$ cat src/rtl/score_bank.sv
// Multi-channel score keeper: combo-multiplied hits, penalties, saturation, high-score tracking, serial BCD readout.
// Latency: scores 1 cycle after an event; high score 1 cycle after o_score; BCD result SCORE_W+1 cycles after request.
// Backpressure: none on score events; BCD requests arriving while the converter is busy are dropped, not queued.
module score_bank #(
    parameter int N_CH      = 2,
    parameter int SCORE_W   = 10,
    parameter int PTS_W     = 4,
    parameter int COMBO_WIN = 16,
    parameter int COMBO_MAX = 4,
    parameter int BCD_DIG   = 4
) (
    input  logic                          clk,
    input  logic                          rst_n,
    input  logic                          i_clear,
    input  logic [N_CH-1:0]               i_hit,
    input  logic [N_CH-1:0]               i_penalty,
    input  logic [N_CH*PTS_W-1:0]         i_pts,
    output logic [N_CH*SCORE_W-1:0]       o_score,
    output logic [N_CH-1:0]               o_sat,
    output logic [SCORE_W-1:0]            o_high_score,
    output logic [$clog2(N_CH+1)-1:0]     o_high_ch,
    input  logic                          i_bcd_req,
    input  logic [$clog2(N_CH+1)-1:0]     i_bcd_sel,
    output logic                          o_bcd_busy,
    output logic                          o_bcd_valid,
    output logic [BCD_DIG*4-1:0]          o_bcd
);

    localparam int SEL_W  = $clog2(N_CH+1);
    localparam int MULT_W = 3;
    localparam int TMR_W  = $clog2(COMBO_WIN+1);
    localparam int SUM_W  = SCORE_W + PTS_W + 3;
    localparam int BCD_W  = BCD_DIG * 4;
    localparam int CNT_W  = $clog2(SCORE_W+1);

    localparam logic [SCORE_W-1:0] SCORE_MAX = '1;
    localparam logic [MULT_W-1:0]  MULT_ONE  = MULT_W'(1);
    localparam logic [MULT_W-1:0]  MULT_CAP  = MULT_W'(COMBO_MAX);
    // A fresh combo's second hit runs at x2 unless the cap is lower.
    localparam logic [MULT_W-1:0]  MULT_TWO  = (COMBO_MAX >= 2) ? MULT_W'(2) : MULT_W'(COMBO_MAX);
    localparam logic [TMR_W-1:0]   TMR_LOAD  = TMR_W'(COMBO_WIN);

    typedef enum logic [1:0] {
        ST_IDLE,
        ST_SHIFT,
        ST_DONE
    } bcd_st_t;

    // Per-channel state
    logic [SCORE_W-1:0] score_q [N_CH];
    logic [SCORE_W-1:0] score_d [N_CH];
    logic [MULT_W-1:0]  mult_q  [N_CH];
    logic [MULT_W-1:0]  mult_d  [N_CH];
    logic [TMR_W-1:0]   tmr_q   [N_CH];
    logic [TMR_W-1:0]   tmr_d   [N_CH];
    logic [N_CH-1:0]    sat_q, sat_d;
    logic [SUM_W-1:0]   sum_ch  [N_CH];
    logic [SUM_W-1:0]   pts_ext [N_CH];

    // High-score tracking
    logic [SCORE_W-1:0] high_q, high_d;
    logic [SEL_W-1:0]   high_ch_q, high_ch_d;
    logic [SCORE_W-1:0] best_val;
    logic [SEL_W-1:0]   best_ch;

    // BCD converter
    bcd_st_t            state_q, state_d;
    logic [SCORE_W-1:0] bin_q, bin_d;
    logic [BCD_W-1:0]   bcd_q, bcd_d;
    logic [CNT_W-1:0]   cnt_q, cnt_d;
    logic [BCD_W-1:0]   obcd_q, obcd_d;
    logic [SCORE_W-1:0] sel_val;
    logic [BCD_W-1:0]   bcd_adj;
    logic [BCD_W-1:0]   bcd_shift;

    // Widened point value and hit sum per channel; wide enough that pts*mult never wraps
    always_comb begin
        for (int k = 0; k < N_CH; k++) begin
            pts_ext[k] = SUM_W'(i_pts[k*PTS_W +: PTS_W]);
            sum_ch[k]  = SUM_W'(score_q[k]) + pts_ext[k] * SUM_W'(mult_q[k]);
        end
    end

    // Per-channel next state: clear > penalty > hit > combo timer decay
    always_comb begin
        sat_d = sat_q;
        for (int k = 0; k < N_CH; k++) begin
            score_d[k] = score_q[k];
            mult_d[k]  = mult_q[k];
            tmr_d[k]   = tmr_q[k];
            if (i_clear) begin
                score_d[k] = '0;
                mult_d[k]  = MULT_ONE;
                tmr_d[k]   = '0;
                sat_d[k]   = 1'b0;
            end else if (i_penalty[k]) begin
                if (pts_ext[k] >= SUM_W'(score_q[k])) begin
                    score_d[k] = '0;
                end else begin
                    score_d[k] = score_q[k] - SCORE_W'(pts_ext[k]);
                end
                mult_d[k] = MULT_ONE;
                tmr_d[k]  = '0;
            end else if (i_hit[k]) begin
                if (sum_ch[k] > SUM_W'(SCORE_MAX)) begin
                    score_d[k] = SCORE_MAX;
                    sat_d[k]   = 1'b1;
                end else begin
                    score_d[k] = sum_ch[k][SCORE_W-1:0];
                end
                if (tmr_q[k] != '0) begin
                    mult_d[k] = (mult_q[k] >= MULT_CAP) ? MULT_CAP : mult_q[k] + MULT_ONE;
                end else begin
                    mult_d[k] = MULT_TWO;
                end
                tmr_d[k] = TMR_LOAD;
            end else if (tmr_q[k] != '0) begin
                tmr_d[k] = tmr_q[k] - TMR_W'(1);
                if (tmr_q[k] == TMR_W'(1)) begin
                    mult_d[k] = MULT_ONE;
                end
            end
        end
    end

    // Highest current score (strict compare keeps the lowest index on ties), latched only when it beats the record
    always_comb begin
        best_val  = score_q[0];
        best_ch   = '0;
        for (int k = 1; k < N_CH; k++) begin
            if (score_q[k] > best_val) begin
                best_val = score_q[k];
                best_ch  = SEL_W'(k);
            end
        end
        high_d    = high_q;
        high_ch_d = high_ch_q;
        if (best_val > high_q) begin
            high_d    = best_val;
            high_ch_d = best_ch;
        end
    end

    // Double-dabble converter: snapshot in IDLE, one add-3/shift per SHIFT cycle, publish on entry to DONE
    always_comb begin
        state_d = state_q;
        bin_d   = bin_q;
        bcd_d   = bcd_q;
        cnt_d   = cnt_q;
        obcd_d  = obcd_q;
        sel_val = high_q;
        for (int k = 0; k < N_CH; k++) begin
            if (i_bcd_sel == SEL_W'(k)) begin
                sel_val = score_q[k];
            end
        end
        bcd_adj = bcd_q;
        for (int d = 0; d < BCD_DIG; d++) begin
            if (bcd_q[d*4 +: 4] >= 4'd5) begin
                bcd_adj[d*4 +: 4] = bcd_q[d*4 +: 4] + 4'd3;
            end
        end
        bcd_shift = {bcd_adj[BCD_W-2:0], bin_q[SCORE_W-1]};
        case (state_q)
            ST_IDLE: begin
                if (i_bcd_req) begin
                    bin_d   = sel_val;
                    bcd_d   = '0;
                    cnt_d   = CNT_W'(SCORE_W);
                    state_d = ST_SHIFT;
                end
            end
            ST_SHIFT: begin
                bcd_d = bcd_shift;
                bin_d = bin_q << 1;
                cnt_d = cnt_q - CNT_W'(1);
                if (cnt_q == CNT_W'(1)) begin
                    obcd_d  = bcd_shift;
                    state_d = ST_DONE;
                end
            end
            ST_DONE: begin
                state_d = ST_IDLE;
            end
            default: begin
                state_d = ST_IDLE;
            end
        endcase
    end

    // State registers with synchronous active-low reset
    always_ff @(posedge clk) begin
        if (!rst_n) begin
            for (int k = 0; k < N_CH; k++) begin
                score_q[k] <= '0;
                mult_q[k]  <= MULT_ONE;
                tmr_q[k]   <= '0;
            end
            sat_q     <= '0;
            high_q    <= '0;
            high_ch_q <= '0;
            state_q   <= ST_IDLE;
            bin_q     <= '0;
            bcd_q     <= '0;
            cnt_q     <= '0;
            obcd_q    <= '0;
        end else begin
            for (int k = 0; k < N_CH; k++) begin
                score_q[k] <= score_d[k];
                mult_q[k]  <= mult_d[k];
                tmr_q[k]   <= tmr_d[k];
            end
            sat_q     <= sat_d;
            high_q    <= high_d;
            high_ch_q <= high_ch_d;
            state_q   <= state_d;
            bin_q     <= bin_d;
            bcd_q     <= bcd_d;
            cnt_q     <= cnt_d;
            obcd_q    <= obcd_d;
        end
    end

    // Flatten per-channel scores onto the output bus
    always_comb begin
        o_score = '0;
        for (int k = 0; k < N_CH; k++) begin
            o_score[k*SCORE_W +: SCORE_W] = score_q[k];
        end
    end

    assign o_sat        = sat_q;
    assign o_high_score = high_q;
    assign o_high_ch    = high_ch_q;
    assign o_bcd_busy   = (state_q != ST_IDLE);
    assign o_bcd_valid  = (state_q == ST_DONE);
    assign o_bcd        = obcd_q;

endmodule

$ cat config.mk
export PLATFORM = sky130hd
export DESIGN_NAME = score_bank
export DESIGN_NICKNAME = d
export VERILOG_FILES = /design/src/rtl/score_bank.sv
export SDC_FILE = /design/constraint.sdc
export NUM_CORES = 1
export LEC_CHECK = 0
export ABC_CLOCK_PERIOD_IN_PS = 6000
export CORE_MARGIN = 1.5
export CORE_UTILIZATION = 50
export DETAILED_ROUTE_END_ITERATION = 6
export PLACE_DENSITY = 0.71
export SETUP_SLACK_MARGIN = 0.1
export SYNTH_ARGS = -nofsm -noshare
export SYNTH_HDL_FRONTEND = slang
export SYNTH_SLANG_ARGS = --single-unit
$ cat constraint.sdc
create_clock -name clk -period 6 [get_ports clk]
set_clock_uncertainty 0.1 [all_clocks]
set_input_delay 1.2 -clock clk [delete_from_list [all_inputs] [get_ports clk]]
set_output_delay 1.2 -clock clk [all_outputs]
set_load 0.02 [all_outputs]
# Word level (Yosys, flattened, before mapping)
# Memory sizes are Yosys's and may differ from the RTL's.
# Index checks and enable logic that the tools add are counted.
op_classes:
  n_addsub: 13
  mul: 2
  order_cmp: 12
  eq_ne: 8
  n_mux: 57
  n_bitwise: 9
  n_reduce_logical: 12
op_table:
  columns: ["op", "n"]
  rows:
  - ["10-bit 2-to-1 mux", 16]
  - ["3-bit 2-to-1 mux", 17]
  - ["5-bit 2-to-1 mux", 10]
  - ["16-bit case mux with 2 select lines", 1]
  - ["10-bit by 7-bit adder with 11-bit output", 2]
  - ["11-bit by 10-bit > comparator with 1-bit output (second input constant)", 2]
  - ["4-bit by 10-bit >= comparator with 1-bit output", 2]
  - ["10-bit > comparator", 2]
  - ["10-bit case mux with 2 select lines", 1]
  - ["10-bit by 4-bit subtractor with 10-bit output", 2]
  - ["4-bit by 3-bit >= comparator with 1-bit output (second input constant)", 4]
  - ["16-bit 2-to-1 mux", 1]
  - ["4-bit 2-to-1 mux", 4]
  - ["4-bit by 3-bit multiplier with 7-bit output", 2]
  - ["4-bit by 2-bit adder with 4-bit output (second input constant)", 3]
  - ["5-bit by 1-bit equality test with 1-bit output (second input constant)", 2]
  - ["5-bit nonzero test", 2]
  - ["5-bit by 1-bit subtractor with 5-bit output (second input constant)", 2]
  - ["4-bit case mux with 2 select lines", 1]
  - ["3-bit by 1-bit adder with 3-bit output (second input constant)", 2]
  - ["3-bit >= comparator (second input constant)", 2]
  - ["1-bit OR", 6]
  - ["2-bit AND reduction", 3]
  - ["3-bit AND reduction", 2]
  - ["13 further kinds", 22]
totals:
  reg_bits: 62
  ram_bits: 36
  word_cells: 125
  memories: 3
memory_table:
  columns: ["name", "words", "word_bits", "rd", "rd_ports_with_merged_regs", "wr", "line", "rtl"]
  rows:
  - ["score_q", 2, 10, 2, 0, 2, "50", "logic [SCORE_W-1:0] score_q [N_CH];"]
  - ["tmr_q", 2, 5, 2, 0, 2, "54", "logic [TMR_W-1:0] tmr_q [N_CH];"]
  - ["mult_q", 2, 3, 2, 0, 2, "52", "logic [MULT_W-1:0] mult_q [N_CH];"]

# Depth between registers and ports, before layout
# Gate-level depths: netlist (run 1).
# An unclocked memory read counts as a cell.
logic_depth:
  ltp_word: 9
  ltp_mapped: 18

# Worst setup path after synthesis (run 1)
# Ideal clock, no wire load.
synth_timing:
  path_type: "input to register"
  from: "in i_pts[1]"
  to: "mem score_q[0][7]"
  t_arrival_ns: 3.832
  path_slack_ns: 1.927
  stages: 12
  path_buffers: 0
  path_cell_list: "and2_1 > fa_1 > inv_1 > fa_1 > inv_1 > ha_1 > o21ai_0 > nor2_1 > o41ai_1 > inv_1 > nand3_1 > a41oi_1"
synth_rtl:
  columns: ["element", "line", "rtl"]
  rows:
  - ["start, declared", "17", "input logic [N_CH*PTS_W-1:0] i_pts,"]
  - ["end, declared", "50", null]

==> results of run 1 <==
state kept, by name, indices dropped and copies added (netlist names):
signal,count
score_q,20
o_bcd,16
mult_q,6
o_sat,2
cnt_q,4
bcd_q,16
o_high_score,10
o_high_ch,1
tmr_q,10
state_q,2
bin_q,10
per-stage QoR:
| step | hold slack [ns] | cell area (µm²) | power [mW] |
|---|---|---|---|
| CTS | 0.358 | 8030 | 1.99 |
| detailed placement | 0.341 | 7710 | 1.35 |
| global route | 0.371 | 8030 | 2.09 |
| floorplan | 0.345 | 6920 | 1.17 |
| finish | 0.356 | 8030 | 1.98 |
| global placement | 0.341 | 7710 | 1.35 |
cell type report:
class                   count  area, µm²  area share (%)
multi-input cells         627       4400            54.7
flip-flops and latches     97       1940            24.2
repair buffers             75        733            9.13
inverters                 111        417            5.19
clock buffers               9        225            2.80
well taps                 176        220            2.74
clock inverters             7       98.8            1.23
cells by family after synthesis:
family | count (synthesis) | share of synthesized area, %
muxes | 32 | 4.65
xor gates and xnor gates | 18 | 2.28
adders and majority gates | 84 | 16.9
and+or+nand+nor | 259 | 17.8
AOI/OAI and AO/OA | 233 | 21.8
DFF | 97 | 28.1
other | 1 | 0.0542
buffers and inverters | 151 | 8.44
path summary, 6_finish.rpt:
| path | end | slack (ns) | cells past startpoint |
|---|---|---|---|
| hold / removal | o_bcd[9] | 0.36 | 2 |
| hold reg to reg | o_bcd[9] | 0.36 | 2 |
| setup reg to reg | o_high_ch[0] | 1.32 | 17 |
| setup / recovery | o_high_ch[0] | 1.32 | 17 |
per-layer routing:
layer	up-vias	part of all wire (%)
met1	2881	46
met3	26	5.0
li1	3128	-
met5	-	0
met2	160	47
met4	0	1.9
tightest hold or removal path: stages (launching register included):
cell	delay, ns
dfxtp_1	0.31
nand2_1	0.05
a21oi_1	0.05
power by group:
| part | leakage, nW | internal [mW] | switching (mW) |
|---|---|---|---|
| Clock | 0.162 | 0.370 | 0.271 |
| Sequential | 0.787 | 0.686 | 0.0500 |
| Combinational | 2.40 | 0.265 | 0.342 |
cell usage after synthesis, types with 9 or more instances:
cell | n | area [µm²]
ha_1 | 68 | 851
clkbuf_1 | 29 | 109
nand2_1 | 55 | 206
nor3_1 | 29 | 145
a211oi_1 | 18 | 135
a31oi_1 | 11 | 68.8
inv_1 | 111 | 417
a21o_1 | 10 | 75.1
dfxtp_1 | 97 | 1940
and2_1 | 9 | 56.3
a21oi_1 | 73 | 365
o21ai_0 | 40 | 200
mux2i_1 | 31 | 310
a221oi_1 | 10 | 87.6
nor2_1 | 95 | 357
a22oi_1 | 15 | 113
xnor2_1 | 14 | 123
nor2b_1 | 9 | 56.3
nand2b_1 | 17 | 106
nand3_1 | 12 | 60.1
fa_1 | 16 | 320
==> flow_summary.json, run 1 <==
{
  "outcome": "finished clean",
  "die_h_um": 121,
  "crit_arrival_ns": 4.82,
  "r2r_start": "score_q[0][7]",
  "cp_slowest_cell": "dfxtp_1",
  "slew_headroom_pct": 27.3,
  "grt_max_degree": 48,
  "finalCritPeriodShare_pct": 78.1,
  "drt_iter0_markers": 500,
  "first_global_vias": 5790,
  "finalSetupViolCount": 0,
  "dieArea_um2": 14600,
  "dpl.cell_count": 1086,
  "synthDistinctLibCells": 69,
  "period_needed_ns": 4.68,
  "insertion_delay_ns": 0.36,
  "synth_warnings": 0,
  "fill_cells": 1211,
  "netlist_area_um2": 6920,
  "tns_ns": 0,
  "ios": 70,
  "cts_max_level": 3,
  "cts-root-buf": "clkbuf_16",
  "hold_viol": 0,
  "synth-edff-count": 0,
  "gr-usage-met1_pct": 31.1,
  "nNetsFinal": 1023,
  "drive_above_1_share_pct": 3.67,
  "min_from": "o_bcd[9]",
  "avgSynthCellArea_um2": 7.91,
  "grt.met2_usage_pct": 39.5,
  "end_kind": "flop",
  "fin_ws_ns": 1.32,
  "pre_cts_ws_ns": 1.03,
  "final_antenna_net_count": 0,
  "critPathMaxFanout": 13,
  "diodes": 0,
  "grt_pass1_wl_um": 28100,
  "slowest_delay_ns": 0.58,
  "cts_tree": "built",
  "critical_path.top_delay_family": "compound AO/OA/AOI/OAI gates",
  "max_freq_mhz": 213,
  "port_buffers": 68,
  "gr-total-overflow": 0,
  "layout_common_cells": "inv_1, dfxtp_1, nor2_1, a21oi_1",
  "vias": 6195,
  "path_clk_slew_ns": 0.08,
  "cts_hold_buf": 0,
  "areaGrowthSynthToFinish_pct": 16.0,
  "post_drt_wl_per_cell_um": 15.0,
  "crit_start": "score_q[0][7]",
  "cts_resized": 0,
  "grt_use_total_pct": 23.8,
  "final_common_cell": "inv_1",
  "rows": 42,
  "dieWidth_um": 121,
  "startpoint_type": "flop",
  "gp_congestion": 0.908,
  "cp_cell_sequence": "inv_1 > ha_1 > nand4_1 > a211oi_1 > a2111oi_0 > a31oi_1 > buf_4 > mux2i_1 > inv_1 > ha_1 > and3_1 > nand3_1 > o21bai_1 > a31oi_1 > buf_4 > mux2i_1 > nor2_1",
  "cts.sinks": 97,
  "rsz0062_at_grt": "false",
  "yosysSeqAreaShare_pct": 28.1,
  "cts_setup_buffers": 0,
  "wl_um": 16600,
  "tightest_slew_ns": 1.09,
  "critPathKind": "flop to flop",
  "hpwl_um": 12000,
  "synth-seq-cells": 97,
  "powerDensity_nw_per_um2": 247,
  "peakVddDrop_v": 0.000183,
  "maxSlewViolCount": 0,
  "syn_inst": 875,
  "final_util_pct": 59.9,
  "drc_errors": 0,
  "layout.cells.non_filler": 1102,
  "required_ns": 6.14,
  "antenna_found_initial": 0,
  "coreArea_um2": 13400,
  "cp_num_buf_inv": 4,
  "cts_max_path_buffers": 2,
  "cts-buffers-inserted": 9,
  "top_usage_layer": "met2",
  "syn_nets": 977,
  "max_cap_viol_count": 0,
  "holdCritPathClass": "flop to flop",
  "ys.flop_type": "dfxtp_1",
  "p_leak_nw": 3.35,
  "first_pass_iters": 4,
  "async_flop_share_pct": 0,
  "start_util_pct": 51.7,
  "via_per_inst": 5.62,
  "grt_util_met3_pct": 4.67
}
No activity file was read; power rests on OpenSTA's default activity.
==> run 2, diff against run 1 <==
--- a/config.mk
+++ b/config.mk
@@ -5,11 +5,11 @@
 export SDC_FILE = /design/constraint.sdc
 export NUM_CORES = 1
 export LEC_CHECK = 0
-export ABC_CLOCK_PERIOD_IN_PS = 6000
+export ABC_CLOCK_PERIOD_IN_PS = 4150
 export CORE_MARGIN = 1.5
 export CORE_UTILIZATION = 50
 export DETAILED_ROUTE_END_ITERATION = 6
-export PLACE_DENSITY = 0.71
+export PLACE_DENSITY = 0.74
 export SETUP_SLACK_MARGIN = 0.1
 export SYNTH_ARGS = -nofsm -noshare
 export SYNTH_HDL_FRONTEND = slang
==> constraint.sdc (replaced) <==
create_clock -name clk -period 4.15 [get_ports clk]
set_clock_uncertainty 0.1 [all_clocks]
set_input_delay 0.83 -clock clk [delete_from_list [all_inputs] [get_ports clk]]
set_output_delay 0.83 -clock clk [all_outputs]
set_load 0.02 [all_outputs]
==> run 2 against run 1 <==
Compared with the run above:
- final area is 5.0% higher
- worst hold slack hardly changed
- total power is 45% higher
- core utilization increased by 3.0 points
- register-to-register slack worse by 0.95 ns
- count of clock-buffer cells in the layout unchanged
- flip-flop and latch count unchanged
- critical path depth is 5 lower
- final cell count increased by 4.8%
- first-iteration DRC count increased by 2.4%
- global-route usage is 1.1 points higher
- largest cell class unchanged
- highest routed layer unchanged
==> flow_summary.json, run 2 (same netlist as run 1, synthesis figures left out) <==
{
  "ios": 70,
  "maxSlewViolCount": 0,
  "largest_reg_flops": 20,
  "antenna_found_initial": 0,
  "powerDensity_nw_per_um2": 341,
  "layout_common_cells": "inv_1, dfxtp_1, nor2_1, a21oi_1",
  "required_ns": 4.28,
  "critPathKind": "input pin to flop",
  "cts.sinks": 97,
  "hold_ws_ns": 0.355,
  "critical_path.top_delay_family": "adder cells",
  "slowest_delay_ns": 0.53,
  "end_kind": "flop",
  "gp_congestion": 0.889,
  "grt_pass1_wl_um": 28900,
  "max_freq_mhz": 257,
  "finalSetupViolCount": 0,
  "areaGrowthSynthToFinish_pct": 21.8,
  "first_pass_iters": 5,
  "finalCritPeriodShare_pct": 93.8,
  "port_buffers": 68,
  "drt_iter0_markers": 512,
  "cp_num_buf_inv": 2,
  "drive_above_1_share_pct": 9.70,
  "period_needed_ns": 3.89,
  "path_clk_slew_ns": 0.07,
  "insertion_delay_ns": 0.36,
  "grt_max_degree": 48,
  "final_antenna_net_count": 0,
  "total_power_mw": 2.88,
  "p_leak_nw": 3.61,
  "tightest_slew_ns": 1.09,
  "peakVddDrop_v": 0.000231,
  "cp_cell_sequence": "clkdlybuf4s50_1 > nand2_1 > fa_1 > fa_1 > inv_1 > ha_1 > a211oi_2 > o21bai_1 > a21o_1 > a21o_1 > o311ai_1 > o22ai_1",
  "fill_cells": 1207,
  "crit_arrival_ns": 4.02,
  "vias": 6463,
  "startpoint_type": "input pin",
  "hpwl_um": 13200,
  "dieArea_um2": 14600,
  "post_drt_wl_per_cell_um": 15.4,
  "slew_headroom_pct": 26.9,
  "wl_um": 17700,
  "drc_errors": 0,
  "coreArea_um2": 13400,
  "final_common_cell": "inv_1",
  "rows": 42,
  "die_h_um": 121,
  "grt_use_total_pct": 24.9,
  "cts-buffers-inserted": 9,
  "p_int_mw": 1.87,
  "dpl.cell_count": 1136,
  "rsz0062_at_grt": "false",
  "comb_power_share_pct": 34.9,
  "regMostFlops": "score_q",
  "layout.cells.non_filler": 1155,
  "holdCritPathClass": "flop to flop",
  "critPathMaxFanout": 3,
  "nNetsFinal": 1076,
  "max_cap_viol_count": 0,
  "via_per_inst": 5.60,
  "cts-root-buf": "clkbuf_16",
  "gr-total-overflow": 0,
  "start_util_pct": 51.7,
  "p_switching_mw": 1.00,
  "power_frac_clock_pct": 28.5,
  "power_frac_seq_pct": 36.6,
  "dieWidth_um": 121,
  "first_global_vias": 5793,
  "outcome": "finished clean",
  "cts_max_level": 3,
  "cts_tree": "built",
  "p_sw_share_pct": 34.9,
  "cts_max_path_buffers": 2,
  "diodes": 0,
  "hold_viol": 0,
  "cp_slowest_cell": "fa_1"
}
==> run 2: changes by cell type in the layout (fill, tap and decap cells not counted), sizes merged <==
cell and change:
inv +1, clkinv +1, bufinv -2, buf +53
==> run 2: path summary, 6_finish.rpt <==
| check | from | to | slack, ns | depth (start not counted) |
|---|---|---|---|---|
| setup / recovery | i_pts[4] | score_q[0][19] | 0.26 | 12 |
| hold / removal | o_sat[0] | o_sat[0] | 0.36 | 2 |
| setup reg to reg | score_q[0][3] | o_high_ch[0] | 0.37 | 18 |
| hold reg to reg | o_sat[0] | o_sat[0] | 0.36 | 2 |
==> run 2: metal layers <==
layer  global-route usage (%)  routed length (µm)  vias to the layer above
met1                     34.4                8250                     3048
met3                     4.06                1020                       21
met5                        0                   0                        -
met4                     6.25                 217                        0
li1                         -                   -                     3234
met2                     40.5                8250                      160
==> run 2: power groups by stage <==
stage | clock network [mW] | logic (mW) | registers (mW)
global placement | 0 | 0.925 | 1.07
finish | 0.820 | 1.00 | 1.05
global route | 0.870 | 1.11 | 1.06
detailed placement | 0 | 0.940 | 1.07
floorplan | 0 | 0.590 | 1.11
CTS | 0.831 | 0.952 | 1.05
==> run 2: what timing repair did <==
action | 4_1_cts | 5_1_grt
resized for setup | 1 | 8
hold buffers | 0 | 0
cloned | 0 | 0
buffers inserted | 0 | 3
endpoints found under the setup margin | 11 | 23
endpoints found under the hold margin | 0 | 0
==> run 2: cell type report <==
class	instances	area (µm²)	area share (%)
tap	176	220	2.61
sequential	97	1940	23.0
inverter	111	417	4.94
multi-input combinational	627	4440	52.6
clock inverter	7	58.8	0.697
timing repair buffer	128	1130	13.4
clock buffer	9	225	2.67
==> run 2: per-stage QoR <==
| stage | utilization, % | setup slack, ns | TNS [ns] | cell area (µm²) |
|---|---|---|---|---|
| global route | 62.9 | 0.111 | 0 | 8430 |
| finish | 62.9 | 0.258 | 0 | 8430 |
| global placement | 60.3 | -0.0872 | -0.661 | 8080 |
| CTS | 62.5 | 0.195 | 0 | 8370 |
| detailed placement | 60.3 | -0.139 | -1.19 | 8080 |
| floorplan | - | 0.447 | 0 | 6920 |
==> run 2: worst min-delay path, cell delays in order (launching register included) <==
cell and delay [ns]:
dfxtp_1 0.31, inv_1 0.05, a21oi_1 0.05
